===== src/rtl/sd_speicherer_if.sv =====
// RAM read port and SD writer port of the RAM-to-SD saver.
interface sd_speicherer_if #(
  parameter int unsigned ADDR_W = 15
);
  logic              RAMLesenAn;
  logic [ADDR_W-1:0] RAMAdresse;
  logic [31:0]       RAMDatenRaus;
  logic              RAMDatenBereit;
  logic [31:0]       SDAdresse;
  logic [31:0]       SDDaten;
  logic              SDSchreiben;
  logic              SDBusy;

  modport master (
    output RAMLesenAn, RAMAdresse, SDAdresse, SDDaten, SDSchreiben,
    input  RAMDatenRaus, RAMDatenBereit, SDBusy
  );

  modport slave (
    input  RAMLesenAn, RAMAdresse, SDAdresse, SDDaten, SDSchreiben,
    output RAMDatenRaus, RAMDatenBereit, SDBusy
  );
endinterface


===== src/rtl/sd_speicherer.sv =====
// RAM-to-SD saver: writes a header (count - 1) then copies RAM words to consecutive SD words.
// Optional trailing XOR checksum word when SD_PRUEFSUMME_EN is defined.
module sd_speicherer #(
  parameter int unsigned ADDR_W     = 15,
  parameter int unsigned GAP_CYCLES = 31
) (
  input  logic              Clock,
  input  logic              ResetN,
  input  logic              Start,
  input  logic [ADDR_W-1:0] StartAdresse,
  input  logic [31:0]       Wortanzahl,
  input  logic [31:0]       SDBasis,
  output logic              Busy,
  output logic              Fertig,
  output logic              Fehler,
  sd_speicherer_if.master   bus
);
  localparam int unsigned DATA_W = 32;
  localparam int unsigned GAP_W  = (GAP_CYCLES > 0) ? $clog2(GAP_CYCLES + 1) : 1;

`ifdef SD_PRUEFSUMME_EN
  typedef enum logic [2:0] {
    IDLE, GROESSE, RAMLESEN, SDSCHREIBEN, WARTEN, PRUEFSUMME, FERTIG
  } state_e;
`else
  typedef enum logic [2:0] {
    IDLE, GROESSE, RAMLESEN, SDSCHREIBEN, WARTEN, FERTIG
  } state_e;
`endif

  state_e state_q, state_d;

  logic [ADDR_W-1:0] start_q, start_d;
  logic [DATA_W-1:0] anzahl_q, anzahl_d;
  logic [DATA_W-1:0] basis_q, basis_d;
  logic [DATA_W-1:0] rest_q, rest_d;
  logic [DATA_W-1:0] idx_q, idx_d;
  logic [DATA_W-1:0] wort_q, wort_d;
  logic [GAP_W-1:0]  gap_q, gap_d;

  logic              busy_q, busy_d;
  logic              fertig_q, fertig_d;
  logic              fehler_q, fehler_d;
  logic              ram_lesen_q, ram_lesen_d;
  logic [ADDR_W-1:0] ram_adr_q, ram_adr_d;
  logic [DATA_W-1:0] sd_adr_q, sd_adr_d;
  logic [DATA_W-1:0] sd_dat_q, sd_dat_d;
  logic              sd_wr_q, sd_wr_d;
  logic              sd_frei_c;

`ifdef SD_PRUEFSUMME_EN
  logic [DATA_W-1:0] xor_q, xor_d;
  logic              pruef_done_q, pruef_done_d;
`endif

  assign sd_frei_c = !bus.SDBusy && (gap_q == '0);

  // Next-state, datapath and registered-output logic
  always_comb begin
    state_d     = state_q;
    start_d     = start_q;
    anzahl_d    = anzahl_q;
    basis_d     = basis_q;
    rest_d      = rest_q;
    idx_d       = idx_q;
    wort_d      = wort_q;
    gap_d       = gap_q;
    fehler_d    = 1'b0;
    sd_wr_d     = 1'b0;
    sd_adr_d    = '0;
    sd_dat_d    = '0;
`ifdef SD_PRUEFSUMME_EN
    xor_d        = xor_q;
    pruef_done_d = pruef_done_q;
`endif

    // The pulse cycle itself does not count towards the gap, giving one cycle of margin.
    if (!sd_wr_q && !bus.SDBusy && (gap_q != '0)) begin
      gap_d = gap_q - GAP_W'(1);
    end

    case (state_q)
      IDLE: begin
        if (Start) begin
          if (Wortanzahl != '0) begin
            start_d  = StartAdresse;
            anzahl_d = Wortanzahl;
            basis_d  = SDBasis;
            rest_d   = Wortanzahl;
            idx_d    = '0;
`ifdef SD_PRUEFSUMME_EN
            xor_d        = '0;
            pruef_done_d = 1'b0;
`endif
            state_d  = GROESSE;
          end else begin
            fehler_d = 1'b1;
          end
        end
      end

      GROESSE: begin
        if (sd_frei_c) begin
          sd_wr_d  = 1'b1;
          sd_adr_d = basis_q;
          sd_dat_d = anzahl_q - DATA_W'(1);
          gap_d    = GAP_W'(GAP_CYCLES);
          state_d  = WARTEN;
        end
      end

      RAMLESEN: begin
        if (bus.RAMDatenBereit) begin
          wort_d  = bus.RAMDatenRaus;
          state_d = SDSCHREIBEN;
        end
      end

      SDSCHREIBEN: begin
        if (sd_frei_c) begin
          sd_wr_d  = 1'b1;
          sd_adr_d = basis_q + DATA_W'(1) + idx_q;
          sd_dat_d = wort_q;
          gap_d    = GAP_W'(GAP_CYCLES);
          idx_d    = idx_q + DATA_W'(1);
          rest_d   = rest_q - DATA_W'(1);
`ifdef SD_PRUEFSUMME_EN
          xor_d    = xor_q ^ wort_q;
`endif
          state_d  = WARTEN;
        end
      end

      WARTEN: begin
        if (gap_q == '0) begin
          if (rest_q != '0) begin
            state_d = RAMLESEN;
          end
`ifdef SD_PRUEFSUMME_EN
          else if (!pruef_done_q) begin
            state_d = PRUEFSUMME;
          end
`endif
          else begin
            state_d = FERTIG;
          end
        end
      end

`ifdef SD_PRUEFSUMME_EN
      // idx equals the word count here, so the checksum lands right after the last data word
      PRUEFSUMME: begin
        if (sd_frei_c) begin
          sd_wr_d      = 1'b1;
          sd_adr_d     = basis_q + DATA_W'(1) + idx_q;
          sd_dat_d     = xor_q;
          gap_d        = GAP_W'(GAP_CYCLES);
          pruef_done_d = 1'b1;
          state_d      = WARTEN;
        end
      end
`endif

      FERTIG: begin
        state_d = IDLE;
      end

      default: begin
        state_d = IDLE;
      end
    endcase

    busy_d      = (state_d != IDLE) && (state_d != FERTIG);
    fertig_d    = (state_d == FERTIG);
    ram_lesen_d = (state_d == RAMLESEN);
    ram_adr_d   = ram_lesen_d ? (start_q + ADDR_W'(idx_d)) : '0;
  end

  always_ff @(posedge Clock) begin
    if (!ResetN) begin
      state_q     <= IDLE;
      start_q     <= '0;
      anzahl_q    <= '0;
      basis_q     <= '0;
      rest_q      <= '0;
      idx_q       <= '0;
      wort_q      <= '0;
      gap_q       <= '0;
      busy_q      <= 1'b0;
      fertig_q    <= 1'b0;
      fehler_q    <= 1'b0;
      ram_lesen_q <= 1'b0;
      ram_adr_q   <= '0;
      sd_adr_q    <= '0;
      sd_dat_q    <= '0;
      sd_wr_q     <= 1'b0;
    end else begin
      state_q     <= state_d;
      start_q     <= start_d;
      anzahl_q    <= anzahl_d;
      basis_q     <= basis_d;
      rest_q      <= rest_d;
      idx_q       <= idx_d;
      wort_q      <= wort_d;
      gap_q       <= gap_d;
      busy_q      <= busy_d;
      fertig_q    <= fertig_d;
      fehler_q    <= fehler_d;
      ram_lesen_q <= ram_lesen_d;
      ram_adr_q   <= ram_adr_d;
      sd_adr_q    <= sd_adr_d;
      sd_dat_q    <= sd_dat_d;
      sd_wr_q     <= sd_wr_d;
    end
  end

`ifdef SD_PRUEFSUMME_EN
  always_ff @(posedge Clock) begin
    if (!ResetN) begin
      xor_q        <= '0;
      pruef_done_q <= 1'b0;
    end else begin
      xor_q        <= xor_d;
      pruef_done_q <= pruef_done_d;
    end
  end
`endif

  assign Busy            = busy_q;
  assign Fertig          = fertig_q;
  assign Fehler          = fehler_q;
  assign bus.RAMLesenAn  = ram_lesen_q;
  assign bus.RAMAdresse  = ram_adr_q;
  assign bus.SDAdresse   = sd_adr_q;
  assign bus.SDDaten     = sd_dat_q;
  assign bus.SDSchreiben = sd_wr_q;
endmodule


===== src/flat_wrapper.sv =====
// flat-port wrapper written by rule: the top's interface ports become plain ports
module sd_speicherer_flat 
#(
  parameter int unsigned ADDR_W     = 15,
  parameter int unsigned GAP_CYCLES = 31
)
  (Clock, ResetN, Start, StartAdresse, Wortanzahl, SDBasis, Busy, Fertig, Fehler, bus_RAMLesenAn, bus_RAMAdresse, bus_SDAdresse, bus_SDDaten, bus_SDSchreiben, bus_RAMDatenRaus, bus_RAMDatenBereit, bus_SDBusy);
  sd_speicherer_if #(.ADDR_W(ADDR_W)) bus_i ();
  input  logic Clock;
  input  logic ResetN;
  input  logic Start;
  input  logic [ADDR_W-1:0] StartAdresse;
  input  logic [31:0] Wortanzahl;
  input  logic [31:0] SDBasis;
  output logic Busy;
  output logic Fertig;
  output logic Fehler;
  output wire logic [$bits(bus_i.RAMLesenAn)-1:0] bus_RAMLesenAn;
  output wire logic [$bits(bus_i.RAMAdresse)-1:0] bus_RAMAdresse;
  output wire logic [$bits(bus_i.SDAdresse)-1:0] bus_SDAdresse;
  output wire logic [$bits(bus_i.SDDaten)-1:0] bus_SDDaten;
  output wire logic [$bits(bus_i.SDSchreiben)-1:0] bus_SDSchreiben;
  input wire logic [$bits(bus_i.RAMDatenRaus)-1:0] bus_RAMDatenRaus;
  input wire logic [$bits(bus_i.RAMDatenBereit)-1:0] bus_RAMDatenBereit;
  input wire logic [$bits(bus_i.SDBusy)-1:0] bus_SDBusy;
  assign bus_RAMLesenAn = bus_i.RAMLesenAn;
  assign bus_RAMAdresse = bus_i.RAMAdresse;
  assign bus_SDAdresse = bus_i.SDAdresse;
  assign bus_SDDaten = bus_i.SDDaten;
  assign bus_SDSchreiben = bus_i.SDSchreiben;
  assign bus_i.RAMDatenRaus = bus_RAMDatenRaus;
  assign bus_i.RAMDatenBereit = bus_RAMDatenBereit;
  assign bus_i.SDBusy = bus_SDBusy;
  sd_speicherer #(.ADDR_W(ADDR_W), .GAP_CYCLES(GAP_CYCLES)) u_core (.Clock(Clock), .ResetN(ResetN), .Start(Start), .StartAdresse(StartAdresse), .Wortanzahl(Wortanzahl), .SDBasis(SDBasis), .Busy(Busy), .Fertig(Fertig), .Fehler(Fehler), .bus(bus_i));
endmodule

===== config.mk =====
export PLATFORM = sky130hd
export DESIGN_NAME = sd_speicherer_flat
export DESIGN_NICKNAME = d
export VERILOG_FILES = /design/src/rtl/sd_speicherer_if.sv /design/src/rtl/sd_speicherer.sv /design/src/flat_wrapper.sv
export SDC_FILE = /design/constraint.sdc
export NUM_CORES = 1
export LEC_CHECK = 0
export ABC_AREA = 1
export CAP_MARGIN = 20
export CORE_MARGIN = 1.5
export CORE_UTILIZATION = 56
export DETAILED_ROUTE_END_ITERATION = 16
export PLACE_DENSITY = 0.82
export SLEW_MARGIN = 15
export SYNTH_ARGS = -nofsm -noshare
export SYNTH_HDL_FRONTEND = slang
export SYNTH_SLANG_ARGS = --single-unit

===== constraint.sdc =====
create_clock -name Clock -period 4.1 [get_ports Clock]
set_input_delay 0.615 -clock Clock [delete_from_list [all_inputs] [get_ports Clock]]
set_output_delay 0.615 -clock Clock [all_outputs]
set_load 0.02 [all_outputs]

==> impl_metrics.prom <==
# TYPE chip_impl_metric gauge
chip_impl_info{name="timing.setup.critical_path_class",value="flip-flop to flip-flop"} 1
chip_impl_metric{name="worst-endpoint-arrival",unit="ns"} 3.92
chip_impl_metric{name="antenna_left",unit=""} 0
chip_impl_metric{name="cts.clk_slew.worst_paths",unit="ns"} 0.06
chip_impl_metric{name="drc",unit=""} 0
chip_impl_info{name="clock_tree_root_driver_cell",value="sky130_fd_sc_hd__clkbuf_16"} 1
chip_impl_metric{name="max_clock_freq",unit="MHz"} 287
chip_impl_metric{name="drt_pass1_iterations",unit=""} 8
chip_impl_metric{name="timing_max_transition_violations_final",unit=""} 0
chip_impl_metric{name="die_area",unit="mm2"} 0.0271
chip_impl_metric{name="global_route.usage.met1",unit="%"} 47.2
chip_impl_metric{name="cts_num_sinks",unit=""} 267
chip_impl_metric{name="setup_viol_count_final",unit=""} 0
chip_impl_metric{name="synth.distinct_cells",unit=""} 56
chip_impl_metric{name="per_instance_average_area_after_synthesis",unit="um2"} 6.79
chip_impl_metric{name="synth_enable_flop_cells",unit=""} 0
chip_impl_metric{name="portbufs",unit=""} 199
chip_impl_metric{name="boundaryPins",unit=""} 200
chip_impl_metric{name="finalCritPeriodShare",unit="%"} 85.1
chip_impl_metric{name="grt_first_pass_wirelength",unit="um"} 70900
chip_impl_metric{name="fin_cells",unit=""} 2685
chip_impl_metric{name="globalRouteMet3Util",unit="%"} 5.15
chip_impl_metric{name="die_w",unit="um"} 165
chip_impl_metric{name="max-vdd-ir-drop",unit="V"} 0.000342
chip_impl_metric{name="synth_async_sr_flop_share",unit="%"} 0
chip_impl_metric{name="tritoncts.num_buffers",unit=""} 28
chip_impl_metric{name="report.final.hold_viol_count",unit=""} 0
chip_impl_metric{name="power_dens_cells",unit="mW/mm2"} 429
chip_impl_metric{name="vias",unit=""} 15200
chip_impl_info{name="endpoint_kind",value="flip-flop"} 1
chip_impl_metric{name="grt_use_total",unit="%"} 32.8
chip_impl_info{name="crit_path_cell_trace",value="nand2_1, nor3_1, inv_1, nor2_1, nand2_1, nor2_1, inv_1, o21ai_0, o21ai_0, nor2_1, ha_1, a21o_1, a21oi_1, nor2_1, a211oi_1, o21ai_0, nor2_1, nor2_1"} 1
chip_impl_info{name="critical-path-slowest-cell",value="sky130_fd_sc_hd__dfxtp_1"} 1
chip_impl_metric{name="synth_cell_area",unit="mm2"} 0.0146
chip_impl_info{name="grt_setup_unrepaired",value="false"} 1
chip_impl_info{name="grt_busiest_layer",value="met2"} 1
chip_impl_metric{name="hold_fix_buffers_cts",unit=""} 0
chip_impl_metric{name="timing_worst_slew_pin_value",unit="ns"} 0.805
chip_impl_metric{name="fin_setup_tns",unit="ns"} 0
chip_impl_metric{name="antenna_violations_before_repair",unit=""} 1
chip_impl_metric{name="synth_sequential_area_ratio",unit="%"} 36.5
chip_impl_metric{name="post-route-cell-area",unit="mm2"} 0.0178
chip_impl_metric{name="timing.critical_path.slowest_cell_delay",unit="ns"} 0.54
chip_impl_info{name="critPathMostFrequentCell",value="sky130_fd_sc_hd__nor2_1"} 1
chip_impl_metric{name="globalRoute.totalOverflow",unit=""} 0
chip_impl_metric{name="yosysWarnings",unit=""} 0
chip_impl_metric{name="groute.layer.met2.usage",unit="%"} 50.3
chip_impl_info{name="path_delay_family",value="simple AND/OR/NAND/NOR gates"} 1
chip_impl_metric{name="timing.critical_path.fanout_max",unit=""} 8
chip_impl_metric{name="worstPathBufferInverterCount",unit=""} 2
chip_impl_metric{name="clock_tree.buffer_depth",unit=""} 3
chip_impl_metric{name="vias_per_cell",unit=""} 5.67
chip_impl_metric{name="first_global_vias",unit=""} 13900
chip_impl_metric{name="cts_repair_resize_count",unit=""} 0
chip_impl_metric{name="initialDrtViolationCount",unit=""} 1475
chip_impl_metric{name="power.static_leakage",unit="nW"} 7.27
chip_impl_info{name="run_status",value="completed"} 1
chip_impl_metric{name="layout.nets",unit=""} 2495
chip_impl_metric{name="dp_cells",unit=""} 2631
chip_impl_metric{name="clock_tree.htree_level_count",unit=""} 1
chip_impl_metric{name="worst_relative_slew_slack",unit="%"} 46.0
chip_impl_metric{name="drt-wirelength-per-cell",unit="um"} 16.7
chip_impl_metric{name="timing.critical_path.required",unit="ns"} 4.53
chip_impl_metric{name="syn_nets",unit=""} 2324
chip_impl_metric{name="timing.hold.ws",unit="ns"} 0.404
chip_impl_metric{name="worst_clock_skew",unit="ns"} 0.00969
chip_impl_metric{name="globalplace.congestion",unit=""} 0.951
chip_impl_info{name="cts_tree",value="done"} 1
chip_impl_info{name="cp-start-kind",value="flip-flop"} 1
chip_impl_metric{name="max_cap_violations",unit=""} 0
chip_impl_metric{name="row_count",unit=""} 59
chip_impl_info{name="worstHoldPathType",value="primary input to flip-flop"} 1
chip_impl_metric{name="initial_utilization",unit="%"} 56.7
chip_impl_info{name="synth_top_flop_cell",value="sky130_fd_sc_hd__dfxtp_1"} 1
chip_impl_metric{name="floorplan.core_area",unit="mm2"} 0.0258
chip_impl_metric{name="area.growth.synth_to_final",unit="%"} 21.6
chip_impl_metric{name="synth-seq-cells",unit=""} 267
chip_impl_metric{name="place.detailed.hpwl",unit="um"} 33300
chip_impl_metric{name="clkLatencyLatePin",unit="ns"} 0.55
chip_impl_metric{name="die_h",unit="um"} 165
chip_impl_metric{name="post_route_cells_drive_above_1_share",unit="%"} 6.00
chip_impl_metric{name="synthCells",unit=""} 2156
chip_impl_metric{name="finalCriticalPeriod",unit="ns"} 3.49
chip_impl_metric{name="postPlaceCellArea",unit="mm2"} 0.0168
chip_impl_metric{name="cts.repair_timing.setup_buffer_count",unit=""} 0
chip_impl_metric{name="routed_wirelength",unit="um"} 44900
chip_impl_metric{name="grt_max_degree",unit=""} 88
tightest hold or removal path, stage by stage:
cell                      delay, ns
sky130_fd_sc_hd__buf_2         0.15
sky130_fd_sc_hd__o21ai_0       0.09
sky130_fd_sc_hd__a21oi_1       0.04
final cells by class:
class                      count  area, um2
clock inverter                11        160
sequential                   267       5350
inverter                     188        708
timing repair buffer         220       2160
fill                        2233       8020
tap                          335        419
antenna                        1       2.50
multi-input combinational   1622       8200
clock buffer                  41        821
placed cells by master, fill, tap and decap left out, drive strengths merged, types with 9 or more instances in the layout:
cell type | Yosys | routed
inv | 186 | 187
o211ai | 9 | 9
xor2 | 28 | 28
nand3 | 111 | 111
nor3 | 39 | 39
clkdlybuf4s50 | 0 | 198
nor4 | 12 | 12
or2 | 12 | 12
nand3b | 14 | 14
a21oi | 234 | 234
nand2 | 409 | 409
ha | 50 | 50
nand4 | 34 | 34
dfxtp | 267 | 267
clkbuf | 43 | 41
nor2 | 395 | 395
buf | 36 | 22
o21ai | 224 | 224
routing by layer:
| metal | vias to the layer above | part of all wire [%] |
|---|---|---|
| met5 | - | 0 |
| met4 | 0 | 2.8 |
| met3 | 84 | 8.8 |
| met2 | 729 | 43 |
| met1 | 6939 | 45 |
| li1 | 7465 | - |
metrics by stage:
step	total power [mW]	util, %	setup WS (ns)
floorplan	4.40	-	1.00
global placement	4.92	65.1	0.359
detailed placement	4.97	65.1	0.247
CTS	7.66	68.9	0.711
global route	8.03	69.0	0.239
finish	7.65	69.0	0.610
state kept, by name (all words and copies together) (netlist names):
signal,cells
u_core.bus.SDSchreiben,1
u_core.basis_q,32
u_core.anzahl_q,32
u_core.bus.RAMAdresse,15
u_core.state_q,3
u_core.bus.SDDaten,32
u_core.rest_q,32
u_core.Fertig,1
u_core.idx_q,32
u_core.bus.RAMLesenAn,1
u_core.bus.SDAdresse,32
u_core.start_q,15
u_core.gap_q,5
u_core.Busy,1
u_core.wort_q,32
u_core.Fehler,1
cell usage after synthesis (5+ instances only):
master                     number  area, um2
sky130_fd_sc_hd__nand3b_1      14        105
sky130_fd_sc_hd__nand2_1      398       1490
sky130_fd_sc_hd__or2_2         11       68.8
sky130_fd_sc_hd__buf_4          7       52.6
sky130_fd_sc_hd__o21a_1         7       52.6
sky130_fd_sc_hd__nor2_4         6       67.6
sky130_fd_sc_hd__o21ai_0      214       1070
sky130_fd_sc_hd__o21ai_1        6       30.0
sky130_fd_sc_hd__o211ai_1       9       67.6
sky130_fd_sc_hd__nand4_1       34        213
sky130_fd_sc_hd__xor2_1        28        245
sky130_fd_sc_hd__nand3_1      106        531
sky130_fd_sc_hd__clkbuf_1      42        158
sky130_fd_sc_hd__nand2_2        7       43.8
sky130_fd_sc_hd__ha_1          50        626
sky130_fd_sc_hd__nor2_1       375       1410
sky130_fd_sc_hd__xnor2_1        5       43.8
sky130_fd_sc_hd__nor4_1        12       75.1
sky130_fd_sc_hd__nor3_1        31        155
sky130_fd_sc_hd__inv_1        178        668
sky130_fd_sc_hd__buf_6          7       78.8
sky130_fd_sc_hd__inv_2          7       26.3
sky130_fd_sc_hd__dfxtp_1      267       5350
sky130_fd_sc_hd__a21oi_1      232       1160
sky130_fd_sc_hd__buf_2         20        100
sky130_fd_sc_hd__nor2_2        11       68.8
sky130_fd_sc_hd__o21bai_1       7       52.6
sky130_fd_sc_hd__a21o_1         7       52.6
where the power goes:
part | switching (mW) | internal [mW] | total [mW]
Clock | 1.05 | 1.63 | 2.68
Sequential | 0.206 | 2.83 | 3.04
Combinational | 1.27 | 0.652 | 1.93
cell families (layout without fill, tap and decap cells):
kind of cell	after synthesis	in the layout	synth area share [%]
xor gates and xnor gates	33	33	1.97
other	0	1	0
buffers and inverters	267	460	7.58
and+or+nand+nor	1035	1035	31.1
adders and majority gates	52	52	4.54
muxes	1	1	0.0683
DFF	267	267	36.5
AOI/OAI and AO/OA	501	501	18.2
path summary, 6_finish.rpt:
check                                       start                   endpoint  slack (ns)  depth (start not counted)
worst max-delay path              u_core.idx_q[3]  u_core.bus.RAMAdresse[14]        0.61                         18
worst min-delay path                       ResetN          u_core.basis_q[0]        0.40                          3
worst max register to register    u_core.idx_q[3]  u_core.bus.RAMAdresse[14]        0.61                         18
worst min register to register  u_core.wort_q[26]     u_core.bus.SDDaten[26]        0.47                          2
Power figures use the tool's default switching activity.
